<file path="src/rtl/cache_bus_ctrl_if.sv">
// Cache-side line bus plus memory beat bus for cache_bus_ctrl.
// slave: the controller. master: the cache/memory environment driving it.
interface cache_bus_ctrl_if #(
  parameter int unsigned ADDR_W = 16,
  parameter int unsigned LINE_W = 128,
  parameter int unsigned BEAT_W = 32
);
  logic              BUS_EN;
  logic              BUS_WR;
  logic [ADDR_W-1:0] BUS_ADDR;
  logic [LINE_W-1:0] BUS_WRITE;
  logic              BUS_R;
  logic [LINE_W-1:0] BUS_READ;
  logic              mem_req;
  logic              mem_we;
  logic [ADDR_W-1:0] mem_addr;
  logic [BEAT_W-1:0] mem_wdata;
  logic              mem_ack;
  logic [BEAT_W-1:0] mem_rdata;

  modport slave (
    input  BUS_EN, BUS_WR, BUS_ADDR, BUS_WRITE, mem_ack, mem_rdata,
    output BUS_R, BUS_READ, mem_req, mem_we, mem_addr, mem_wdata
  );

  modport master (
    output BUS_EN, BUS_WR, BUS_ADDR, BUS_WRITE, mem_ack, mem_rdata,
    input  BUS_R, BUS_READ, mem_req, mem_we, mem_addr, mem_wdata
  );
endinterface

</file>
<file path="src/rtl/cache_bus_ctrl.sv">
// Cache line bus controller: splits each 128-bit line fill/writeback into four
// 32-bit memory beats on a req/ack handshake, and presents a single 4-phase
// line handshake (BUS_EN/BUS_R) to the cache.
// Optional feature: define MEM_TIMEOUT_EN to add the ack watchdog and bus_err.
module cache_bus_ctrl #(
  parameter int unsigned ADDR_W         = 16,
  parameter int unsigned LINE_W         = 128,
  parameter int unsigned BEAT_W         = 32,
  parameter int unsigned TIMEOUT_CYCLES = 64
) (
  input  logic            clk,
  input  logic            clr,
  cache_bus_ctrl_if.slave bus,
  output logic            busy
`ifdef MEM_TIMEOUT_EN
  ,
  output logic            bus_err
`endif
);

  localparam int unsigned NumBeats = LINE_W / BEAT_W;

  typedef enum logic [1:0] {StIdle, StXfer, StDone} state_e;

  state_e            state_q, state_d;
  logic [1:0]        beat_q, beat_d;
  logic [ADDR_W-5:0] line_q, line_d;
  logic              wr_q, wr_d;
  logic [LINE_W-1:0] wdata_q, wdata_d;
  logic [LINE_W-1:0] rdata_q, rdata_d;

`ifdef MEM_TIMEOUT_EN
  localparam int unsigned CntW = (TIMEOUT_CYCLES > 1) ? $clog2(TIMEOUT_CYCLES) : 1;
  logic [CntW-1:0] cnt_q, cnt_d;
  logic            err_q, err_d;
`endif

  // Next-state and datapath updates for the line transfer FSM.
  always_comb begin
    state_d = state_q;
    beat_d  = beat_q;
    line_d  = line_q;
    wr_d    = wr_q;
    wdata_d = wdata_q;
    rdata_d = rdata_q;
`ifdef MEM_TIMEOUT_EN
    cnt_d   = cnt_q;
    err_d   = err_q;
`endif
    unique case (state_q)
      StIdle: begin
        if (bus.BUS_EN) begin
          line_d  = bus.BUS_ADDR[ADDR_W-1:4];
          wr_d    = bus.BUS_WR;
          wdata_d = bus.BUS_WRITE;
          beat_d  = 2'd0;
          state_d = StXfer;
`ifdef MEM_TIMEOUT_EN
          cnt_d   = '0;
          err_d   = 1'b0;
`endif
        end
      end
      StXfer: begin
        if (bus.mem_ack) begin
          if (!wr_q) rdata_d[BEAT_W*beat_q +: BEAT_W] = bus.mem_rdata;
          beat_d = beat_q + 2'd1;
          if (beat_q == 2'(NumBeats - 1)) state_d = StDone;
`ifdef MEM_TIMEOUT_EN
          cnt_d = '0;
        end else if (cnt_q == CntW'(TIMEOUT_CYCLES - 1)) begin
          // Watchdog fired: unreceived fill lanes read back as all ones.
          if (!wr_q) begin
            for (int i = 0; i < int'(NumBeats); i++) begin
              if (2'(i) >= beat_q) rdata_d[BEAT_W*i +: BEAT_W] = '1;
            end
          end
          beat_d  = 2'd0;
          err_d   = 1'b1;
          state_d = StDone;
        end else begin
          cnt_d = cnt_q + 1'b1;
`endif
        end
      end
      StDone: begin
        if (!bus.BUS_EN) state_d = StIdle;
      end
      default: state_d = StIdle;
    endcase
  end

  // State and datapath registers; async reset abandons any transfer.
  always_ff @(posedge clk or negedge clr) begin
    if (!clr) begin
      state_q <= StIdle;
      beat_q  <= 2'd0;
      line_q  <= '0;
      wr_q    <= 1'b0;
      wdata_q <= '0;
      rdata_q <= '0;
`ifdef MEM_TIMEOUT_EN
      cnt_q   <= '0;
      err_q   <= 1'b0;
`endif
    end else begin
      state_q <= state_d;
      beat_q  <= beat_d;
      line_q  <= line_d;
      wr_q    <= wr_d;
      wdata_q <= wdata_d;
      rdata_q <= rdata_d;
`ifdef MEM_TIMEOUT_EN
      cnt_q   <= cnt_d;
      err_q   <= err_d;
`endif
    end
  end

  // Outputs decode straight from registers so reset clears them immediately.
  always_comb begin
    bus.BUS_R     = (state_q == StDone);
    bus.BUS_READ  = rdata_q;
    bus.mem_req   = (state_q == StXfer);
    bus.mem_we    = (state_q == StXfer) && wr_q;
    bus.mem_addr  = {line_q, beat_q, 2'b00};
    bus.mem_wdata = wdata_q[BEAT_W*beat_q +: BEAT_W];
    busy          = (state_q != StIdle);
`ifdef MEM_TIMEOUT_EN
    bus_err       = err_q;
`endif
  end

endmodule
</file>
<file path="src/flat_wrapper.sv">
// flat-port wrapper written by rule: the top's interface ports become plain ports
module cache_bus_ctrl_flat 
#(
  parameter int unsigned ADDR_W         = 16,
  parameter int unsigned LINE_W         = 128,
  parameter int unsigned BEAT_W         = 32,
  parameter int unsigned TIMEOUT_CYCLES = 64
)
  (clk, clr, busy, bus_BUS_EN, bus_BUS_WR, bus_BUS_ADDR, bus_BUS_WRITE, bus_mem_ack, bus_mem_rdata, bus_BUS_R, bus_BUS_READ, bus_mem_req, bus_mem_we, bus_mem_addr, bus_mem_wdata);
  cache_bus_ctrl_if #(.ADDR_W(ADDR_W), .LINE_W(LINE_W), .BEAT_W(BEAT_W)) bus_i ();
  input  logic clk;
  input  logic clr;
  output logic busy;
  input wire logic [$bits(bus_i.BUS_EN)-1:0] bus_BUS_EN;
  input wire logic [$bits(bus_i.BUS_WR)-1:0] bus_BUS_WR;
  input wire logic [$bits(bus_i.BUS_ADDR)-1:0] bus_BUS_ADDR;
  input wire logic [$bits(bus_i.BUS_WRITE)-1:0] bus_BUS_WRITE;
  input wire logic [$bits(bus_i.mem_ack)-1:0] bus_mem_ack;
  input wire logic [$bits(bus_i.mem_rdata)-1:0] bus_mem_rdata;
  output wire logic [$bits(bus_i.BUS_R)-1:0] bus_BUS_R;
  output wire logic [$bits(bus_i.BUS_READ)-1:0] bus_BUS_READ;
  output wire logic [$bits(bus_i.mem_req)-1:0] bus_mem_req;
  output wire logic [$bits(bus_i.mem_we)-1:0] bus_mem_we;
  output wire logic [$bits(bus_i.mem_addr)-1:0] bus_mem_addr;
  output wire logic [$bits(bus_i.mem_wdata)-1:0] bus_mem_wdata;
  assign bus_i.BUS_EN = bus_BUS_EN;
  assign bus_i.BUS_WR = bus_BUS_WR;
  assign bus_i.BUS_ADDR = bus_BUS_ADDR;
  assign bus_i.BUS_WRITE = bus_BUS_WRITE;
  assign bus_i.mem_ack = bus_mem_ack;
  assign bus_i.mem_rdata = bus_mem_rdata;
  assign bus_BUS_R = bus_i.BUS_R;
  assign bus_BUS_READ = bus_i.BUS_READ;
  assign bus_mem_req = bus_i.mem_req;
  assign bus_mem_we = bus_i.mem_we;
  assign bus_mem_addr = bus_i.mem_addr;
  assign bus_mem_wdata = bus_i.mem_wdata;
  cache_bus_ctrl #(.ADDR_W(ADDR_W), .LINE_W(LINE_W), .BEAT_W(BEAT_W), .TIMEOUT_CYCLES(TIMEOUT_CYCLES)) u_core (.clk(clk), .clr(clr), .bus(bus_i), .busy(busy));
endmodule
</file>
<file path="config.mk">
export PLATFORM = sky130hd
export DESIGN_NAME = cache_bus_ctrl_flat
export DESIGN_NICKNAME = d
export VERILOG_FILES = /design/src/rtl/cache_bus_ctrl_if.sv /design/src/rtl/cache_bus_ctrl.sv /design/src/flat_wrapper.sv
export SDC_FILE = /design/constraint.sdc
export NUM_CORES = 1
export LEC_CHECK = 0
export CELL_PAD_IN_SITES_DETAIL_PLACEMENT = 1
export CELL_PAD_IN_SITES_GLOBAL_PLACEMENT = 1
export CORE_MARGIN = 2
export CORE_UTILIZATION = 37
export DETAILED_ROUTE_END_ITERATION = 10
export HOLD_SLACK_MARGIN = 0.12
export PLACE_DENSITY_LB_ADDON = 0.3
export SETUP_SLACK_MARGIN = 0.2
export SLEW_MARGIN = 20
export SYNTH_ARGS = -nofsm -noshare
export SYNTH_HDL_FRONTEND = slang
export SYNTH_SLANG_ARGS = --single-unit
export TNS_END_PERCENT = 5
</file>
<file path="constraint.sdc">
create_clock -name clk -period 2.65 [get_ports clk]
set_input_delay 0.265 -clock clk [delete_from_list [all_inputs] [get_ports clk]]
set_output_delay 0.265 -clock clk [all_outputs]
set_load 0.02 [all_outputs]
</file>
-- Word level (Yosys, flattened, before mapping)
Cells that the tools add are included.
- RAM bits: 0
- logic and storage cells: 36
- input port bits: 181
- output and inout port bits: 180
- memories: 0
- bits in registers: 273
- bits in latches: 0
- bits in read-only memories: 0
- shift operators: 3
- bitwise operators: 1
- $add $sub $neg: 2
- divide/modulo/power cells: 0
- eq/ne operators: 7
- order comparisons: 0
- reduce and logical (&&, ||, !) cells: 8
- multiplexer cells: 9
- multipliers: 0
- operators with widths (operator ; number):
    $bwmux W128 ; 1
    $shift A32 B34 Y128 const A ; 1
    $shiftx A128 B8 Y32 ; 1
    $shiftx A32 B34 Y128 ; 1
    $neg A7 Y34 ; 1
    $mux W2 ; 6
    $ne A2 B2 Y1 const B ; 3
    $pmux W2 S3 ; 1
    $reduce_and A3 Y1 ; 2
    $eq A2 B2 Y1 const B ; 2
    $pmux W2 S2 ; 1
    $reduce_and A4 Y1 ; 1
    $reduce_bool A2 Y1 ; 2
    $add A2 B1 Y2 const B ; 1
    $eq A2 B1 Y1 const B ; 1
    $logic_not A2 Y1 ; 1
    $ne A2 B1 Y1 const B ; 1
    $reduce_and A2 Y1 ; 1
    $logic_and A1 B1 Y1 ; 1
    $not A1 Y1 ; 1

-- Depth between registers and ports, before layout
Gate-level depths: netlist (run 1).
- word-level depth: 4
- gate-level depth with buffers: 10
- gate-level depth less buffers: 5

-- Worst setup path after synthesis (run 1)
Ideal clock, no wire load.
- kind: flip-flop to flip-flop
- from: register u_core.beat_q[0]
- to: register u_core.rdata_q[10] (netlist: u_core.bus.BUS_READ[10])
- path slack: 0.369 ns
- clock period less this slack: 2.281 ns
- cell stages (with the launch flop): 10
- required time: 2.567 ns
- arrival: 2.199 ns
- setup time: 0.083 ns
- path buffers: 4
- cell sequence: dfrtp_1 > buf_6 > buf_4 > inv_1 > ha_1 > nor4bb_1 > clkbuf_2 > buf_2 > nand4_1 > o21ai_0
- cells in the longest elaborated chain, start to end: 3
- elaborated cells between the ends (all ways): 4
- classes of those cells: add/sub: 1; shift: 2; mux: 1
- ends and longest elaborated chain (item ; line ; text):
    from (decl) ; cache_bus_ctrl.sv:26 ; logic [1:0] beat_q, beat_d;
    from (signal assigned) ; cache_bus_ctrl.sv:108 ; beat_q <= beat_d;
    $neg A7 Y34 * ; cache_bus_ctrl.sv:66 ; if (!wr_q) rdata_d[BEAT_W*beat_q +: BEAT_W] = bus.mem_rdata;
    $shiftx A32 B34 Y128 / $shift A32 B34 Y128 (equally long branches) ; cache_bus_ctrl.sv:66 ;
    $bwmux W128 * ; cache_bus_ctrl.sv:66 ;
    to (signal assigned) ; cache_bus_ctrl.sv:112 ; rdata_q <= rdata_d;
    to (decl) ; cache_bus_ctrl.sv:30 ; logic [LINE_W-1:0] rdata_q, rdata_d;
Every way passes the cells marked *; elsewhere a longest branch is shown, timed or not.
A chain may end at the register's enable or synchronous reset.

-- Worst setup path in the final report (run 1)
- from: register u_core.beat_q[0]
- to: output bus_mem_wdata[2]
- cells in the longest elaborated chain, start to end: 1
- ends and longest elaborated chain (item ; line ; text):
    $shiftx A128 B8 Y32 ; cache_bus_ctrl.sv:127 ; bus.mem_wdata = wdata_q[BEAT_W*beat_q +: BEAT_W];
    to (decl) ; flat_wrapper.sv:25 ; output wire logic [$bits(bus_i.mem_wdata)-1:0] bus_mem_wdata;
Every way passes these cells.

==> results of run 1 <==
cells in the mapped netlist, types with 2 or more instances:
cell      instances  area share (%)
and2_1            2            0.11
and2_2            3            0.19
buf_2            36             1.5
buf_4            12            0.76
buf_6            11             1.0
clkbuf_1         20            0.63
dfrtp_1         273              58
ha_1              6            0.63
inv_1           130             4.1
mux2_2          142              13
mux4_2           32             6.1
nand2_1           2           0.063
nand3b_1          3            0.19
nand4_1         128             6.8
nor2b_1           2            0.11
o21ai_0         100             4.2
o21ai_1          29             1.2
layout make-up:
| type | instances | area, um2 |
|---|---|---|
| Inverter | 130 | 488 |
| Clock buffer | 49 | 893 |
| Fill cell | 3275 | 14800 |
| Antenna cell | 1 | 2.50 |
| Clock inverter | 4 | 20.0 |
| Multi-Input combinational cell | 461 | 4080 |
| Sequential cell | 273 | 6840 |
| Timing Repair Buffer | 389 | 3900 |
| Tap cell | 402 | 503 |
flip-flops by register name, indices dropped and copies added, names as in the netlist:
register,cells
u_core.wdata_q,128
u_core.bus.BUS_READ,128
u_core.wr_q,1
u_core.beat_q,2
u_core.line_q,12
u_core.state_q,2
stage by stage:
step / utilization [%] / setup slack [ns]
3_5_place_dp: 50.1 / 0.359
6_report: 53.0 / 0.255
2_1_floorplan: - / 0.369
3_3_place_gp: 50.1 / 0.379
5_1_grt: 53.0 / 0.157
4_1_cts: 53.0 / 0.200
routing by layer:
metal / up-vias / GRT usage (%)
li1: 4009 / -
met1: 4568 / 26.3
met2: 341 / 39.1
met3: 54 / 8.46
met4: 2 / 5.73
met5: - / 0
cell families (layout without fill, tap and decap cells):
group / after synthesis / count (layout)
multiplexers: 174 / 174
AND/OR/NAND/NOR: 149 / 149
flip-flops: 273 / 273
AO/OA/AOI/OAI: 130 / 130
adder cells (fa/ha/maj): 6 / 6
buffers and inverters: 212 / 572
other: 1 / 3
worst max-delay path: stages, from the launching register on:
cell and delay, ns:
dfrtp_4 0.46, buf_12 0.22, mux4_2 0.56, clkdlybuf4s15_1 0.32
report_power, final:
part	switching [W]	internal [W]	total [W]
Combinational	0.00562	0.00511	0.0107
Sequential	0.00120	0.00626	0.00747
Clock	0.00166	0.00227	0.00394
path summary, 6_finish.rpt:
check                                         from                      end  slack [ns]  depth (start not counted)
worst max register to register    u_core.beat_q[0]  u_core.bus.BUS_READ[95]        0.33                          5
min in group clk                  bus_BUS_WRITE[3]        u_core.wdata_q[3]        0.32                          2
worst max-delay path              u_core.beat_q[0]         bus_mem_wdata[2]        0.26                          3
max in group asynchronous                      clr         u_core.beat_q[0]        1.53                          3
worst min register to register  u_core.wdata_q[86]       u_core.wdata_q[86]        0.50                          1
worst min-delay path                           clr  u_core.bus.BUS_READ[80]        0.29                          2
repair_timing:
item,CTS,global route
hold endpoints to repair,72,0
cloned,0,0
endpoints found under the setup margin,32,52
hold buffers,1,0
resized for setup,37,1
buffers inserted,2,0
==> impl_results.md, run 1 <==
- Max layer used: met5
- Synth Area in XOR/XNOR: 0%
- Initial Util: 37.6%
- Synthesized flop and latch total: 273
- Ratio of cells with drive above 1 in the final layout: 20.1%
- Final net count: 1,473
- Initial antenna violation count: 1
- Synth warn: 0
- Netlist cell types: 31
- Crit path launch type: register
- Seq/Total Area, Yosys: 57.6%
- Clock sinks: 273
- Num CTS Buffers: 31
- P_leak: 6.89 nW
- Hold Crit Class: primary input to async pin
- GPL Wtd Cong: 0.801
- Largest family of logic cells by synthesized area: multiplexers
- Power density cells: 1320 nW/um2
- Final slew viol count: 0
- Synth Area in Simple Gates: 8.30%
- Synth Area in Compound Gates: 5.51%
- Placed cell count: 1,652
- Max_slew headroom: 54.9%
- Die W: 183 um
- Post-synth ARST share: 100%
- Die area: 33,500 um2
- Peak VDD IR: 637 uV
- Clock Pin Slew Worst Setup and Hold Paths: 0.05 ns
- Highest clock rate: 418 MHz
- CP endpoint kind: primary output
- Data required time at the worst endpoint: 2.38 ns
- P&R area growth vs syn: 41.1%
- Most common cell after layout, fill and taps aside: clkdlybuf4s50_1
- Crit-path max FO: 19
- Commonest non-fill, non-tap cells in the layout: clkdlybuf4s50_1, dfrtp_1, mux2_2
- Post-synth EDFFs: 0
- Wire per inst: 21.9 um
- Post-route ant nets: 0
- Pin count of the biggest net entering global routing: 81
- Die H: 183 um
- I/O pins: 361
- Mux contribution to synthesized area: 19.6%
- Actual slew at the worst max-slew pin: 0.677 ns
- Synth Area per Inst: 12.5 um2
- Area after DPL: 15,800 um2
- DRC: 0
- Total grt overflow: 0
- Arrival time worst endpoint: 2.13 ns
- Met2 WL: 18.5 mm
- Final Cycle Share: 90.4%
- Vias in the first global route: 10,100
- Port Buffers: 354
- Hold_ws: 0.289 ns
- Final setup vio count: 0
- Maxcap violations: 0
- Post-route cell area: 16,700 um2
- Met1 Wirelength: 14.1 mm
- Mapped Cells: 945
- First-pass iteration count of the detailed router: 4
- WS Path Type: register to primary output
- Via count: 8,974
- Tmin final: 2.39 ns
- Placeable Area: 31,600 um2
- Final hold viol count: 0
- Syn Std Cell Area: 11,900 um2
- Outcome: completed
- Final Skew: 0.0146 ns
- Root Driver: clkbuf_16
- Via/cell ratio: 5.25
- Post-DP HPWL: 26.1 mm
- TritonCTS clock tree: yes
- GRT Overall Usage: 22.5%
- Deepest clock path buffer count: 3
- H-tree levels: 1
- Routed wl met3: 3.79 mm
- Adder-cell share of the synthesized area: 0.633%
- Layout Cells excl Fill: 1,709
- FP Rows: 65
- Total power: 0.0221 W
- RSZ-0062 raised after global routing: yes
- Most common flop cell mapped by yosys: dfrtp_1
- Post-Route Setup TNS: 0 ns
- Global-route wire length before repair: 59.0 mm
- Clk Latency, worst-skew pair: 0.56 ns
- Iteration-0 DRC Markers: 446
- WL final: 37.4 mm
Note: power is estimated with default switching activity, not from simulation.
==> run 2, diff against run 1 <==
clock period = 2.67 ns   (was 2.65 ns; I/O delays follow)
==> run 2 against run 1 <==
Global-route usage fell by 0.52 points. Combinational power barely moved. Utilization rose by 0.10 points. Sequential share of layout area fell by 0.094 points. Design area rose by 0.19%. Non-clock buffer count fell by 3. Count of clock-buffer cells in the layout fell by 3. Critical path depth did not move. Register-to-register slack improved by 0.12 ns. Die area did not move. Critical path type unchanged.
==> impl_results.md, run 2 (synthesis results as in run 1) <==
- Clock sinks: 273
- Met1 Track Usage GR: 26.3%
- P&R area growth vs syn: 41.4%
- Via/cell ratio: 5.21
- First-pass iteration count of the detailed router: 4
- Maxcap violations: 0
- Crit-path max FO: 19
- Iteration-0 DRC Markers: 415
- GR Util met3: 8.38%
- Net Sw Power: 0.00840 W
- Grt peak-use layer: met2
- Area after DPL: 15,800 um2
- Die W: 183 um
- H-tree levels: 1
- Met2 GRT Util: 37.3%
- DRC: 0
- Hold Crit Class: primary input to async pin
- Wire per inst: 21.6 um
- TritonCTS clock tree: yes
- Highest clock rate: 417 MHz
- FP Rows: 65
- Port Buffers: 354
- WL final: 36.9 mm
- GRT Overall Usage: 22.0%
- Clk Latency, worst-skew pair: 0.55 ns
- Power density cells: 1320 nW/um2
- Num CTS Buffers: 30
- Reg power frac: 33.5%
- Pint: 0.0136 W
- Final setup vio count: 0
- Arrival time worst endpoint: 2.13 ns
- Final hold viol count: 0
- Sw Share: 38.1%
- Global-route wire length before repair: 57.3 mm
- Post-DP HPWL: 25.6 mm
- Outcome: completed
- Clock power frac: 18.5%
- RSZ-0062 raised after global routing: yes
- Most common cell after layout, fill and taps aside: clkdlybuf4s50_1
- Final Cycle Share: 89.9%
- Pin count of the biggest net entering global routing: 87
- Data required time at the worst endpoint: 2.40 ns
- Post-Route Setup TNS: 0 ns
- GPL Wtd Cong: 0.762
- Final Skew: 0.0147 ns
- Ratio of cells with drive above 1 in the final layout: 20.3%
- Placeable Area: 31,600 um2
- Root Driver: clkbuf_16
- P_leak: 6.91 nW
- Max_slew headroom: 55.8%
- Final net count: 1,469
- Post-route cell area: 16,800 um2
- Initial Util: 37.6%
- Logic pwr share: 48.0%
- Via count: 8,886
- Actual slew at the worst max-slew pin: 0.662 ns
- WS Path Type: register to primary output
- CP endpoint kind: primary output
- Die area: 33,500 um2
- Final slew viol count: 0
- Commonest non-fill, non-tap cells in the layout: clkdlybuf4s50_1, dfrtp_1, mux2_2
- Tmin final: 2.40 ns
- Post-route ant nets: 0
- Crit path launch type: register
- Peak VDD IR: 675 uV
- Total grt overflow: 0
- Die H: 183 um
- Clock Pin Slew Worst Setup and Hold Paths: 0.06 ns
- Vias in the first global route: 9,845
- Initial antenna violation count: 3
- I/O pins: 361
- Deepest clock path buffer count: 3
[run 2: cell count changes in the layout (fill, tap and decap cells not counted), moves of 2 or more]
cell	before	now
clkdlybuf4s15_1	2	0
buf_4	24	20
clkinvlp_4	0	2
dlygate4sd2_1	29	32
clkbuf_1	13	8
clkbuf_8	5	7
[run 2: layer usage]
layer	share of wire, %	up-vias
met5	0.071	-
met4	2.7	4
met3	10	61
met2	49	341
met1	39	4484
li1	-	3996
[run 2: cell type report]
type	instances	area, um2
fillers	3267	14800
flip-flops and latches	273	6830
multi-input cells	461	4070
repair buffers	386	3890
clock buffers	46	902
well taps	402	503
inverters	130	488
clock inverters	8	70.1
diodes	1	2.50
[run 2: per-stage QoR]
| stage | setup slack [ns] | utilization [%] | cells | power [W] | hold slack, ns |
|---|---|---|---|---|---|
| floorplan | 0.389 | - | 946 | 0.0133 | -0.0286 |
| global placement | 0.434 | 50.1 | 1650 | 0.0181 | 0.316 |
| detailed placement | 0.345 | 50.1 | 1650 | 0.0185 | 0.320 |
| CTS | 0.203 | 53.1 | 1706 | 0.0224 | 0.301 |
| global route | 0.166 | 53.1 | 1706 | 0.0234 | 0.303 |
| finish | 0.271 | 53.1 | 1707 | 0.0220 | 0.310 |
[run 2: final timing paths]
kind,from,endpoint,slack [ns],cells past startpoint
min in group clk,bus_BUS_WRITE[3],u_core.wdata_q[3],0.33,2
hold / removal,clr,u_core.bus.BUS_READ[109],0.31,2
hold reg to reg,u_core.wdata_q[15],u_core.wdata_q[15],0.50,1
max in group asynchronous,clr,u_core.wdata_q[73],1.51,3
setup reg to reg,u_core.beat_q[0],u_core.bus.BUS_READ[72],0.45,5
setup / recovery,u_core.beat_q[0],bus_mem_wdata[2],0.27,3
[run 2: critical path, stage by stage, from the launching register on]
cell and delay, ns:
dfrtp_2 0.43, buf_12 0.22, mux4_2 0.56, dlygate4sd2_1 0.35
[run 2: repair_timing]
action,in CTS,in global routing
pin swaps,0,0
resized for setup,32,1
setup buffers,1,0
setup endpoints to repair,32,18
hold buffers,1,0
endpoints found under the hold margin,69,0
[run 2: power groups by stage]
stage	clock, W	sequential [W]	combinational (W)
2_1_floorplan	0	0.00842	0.00490
3_3_place_gp	0	0.00737	0.0108
3_5_place_dp	0	0.00748	0.0110
4_1_cts	0.00421	0.00741	0.0107
5_1_grt	0.00438	0.00766	0.0113
6_report	0.00409	0.00739	0.0106
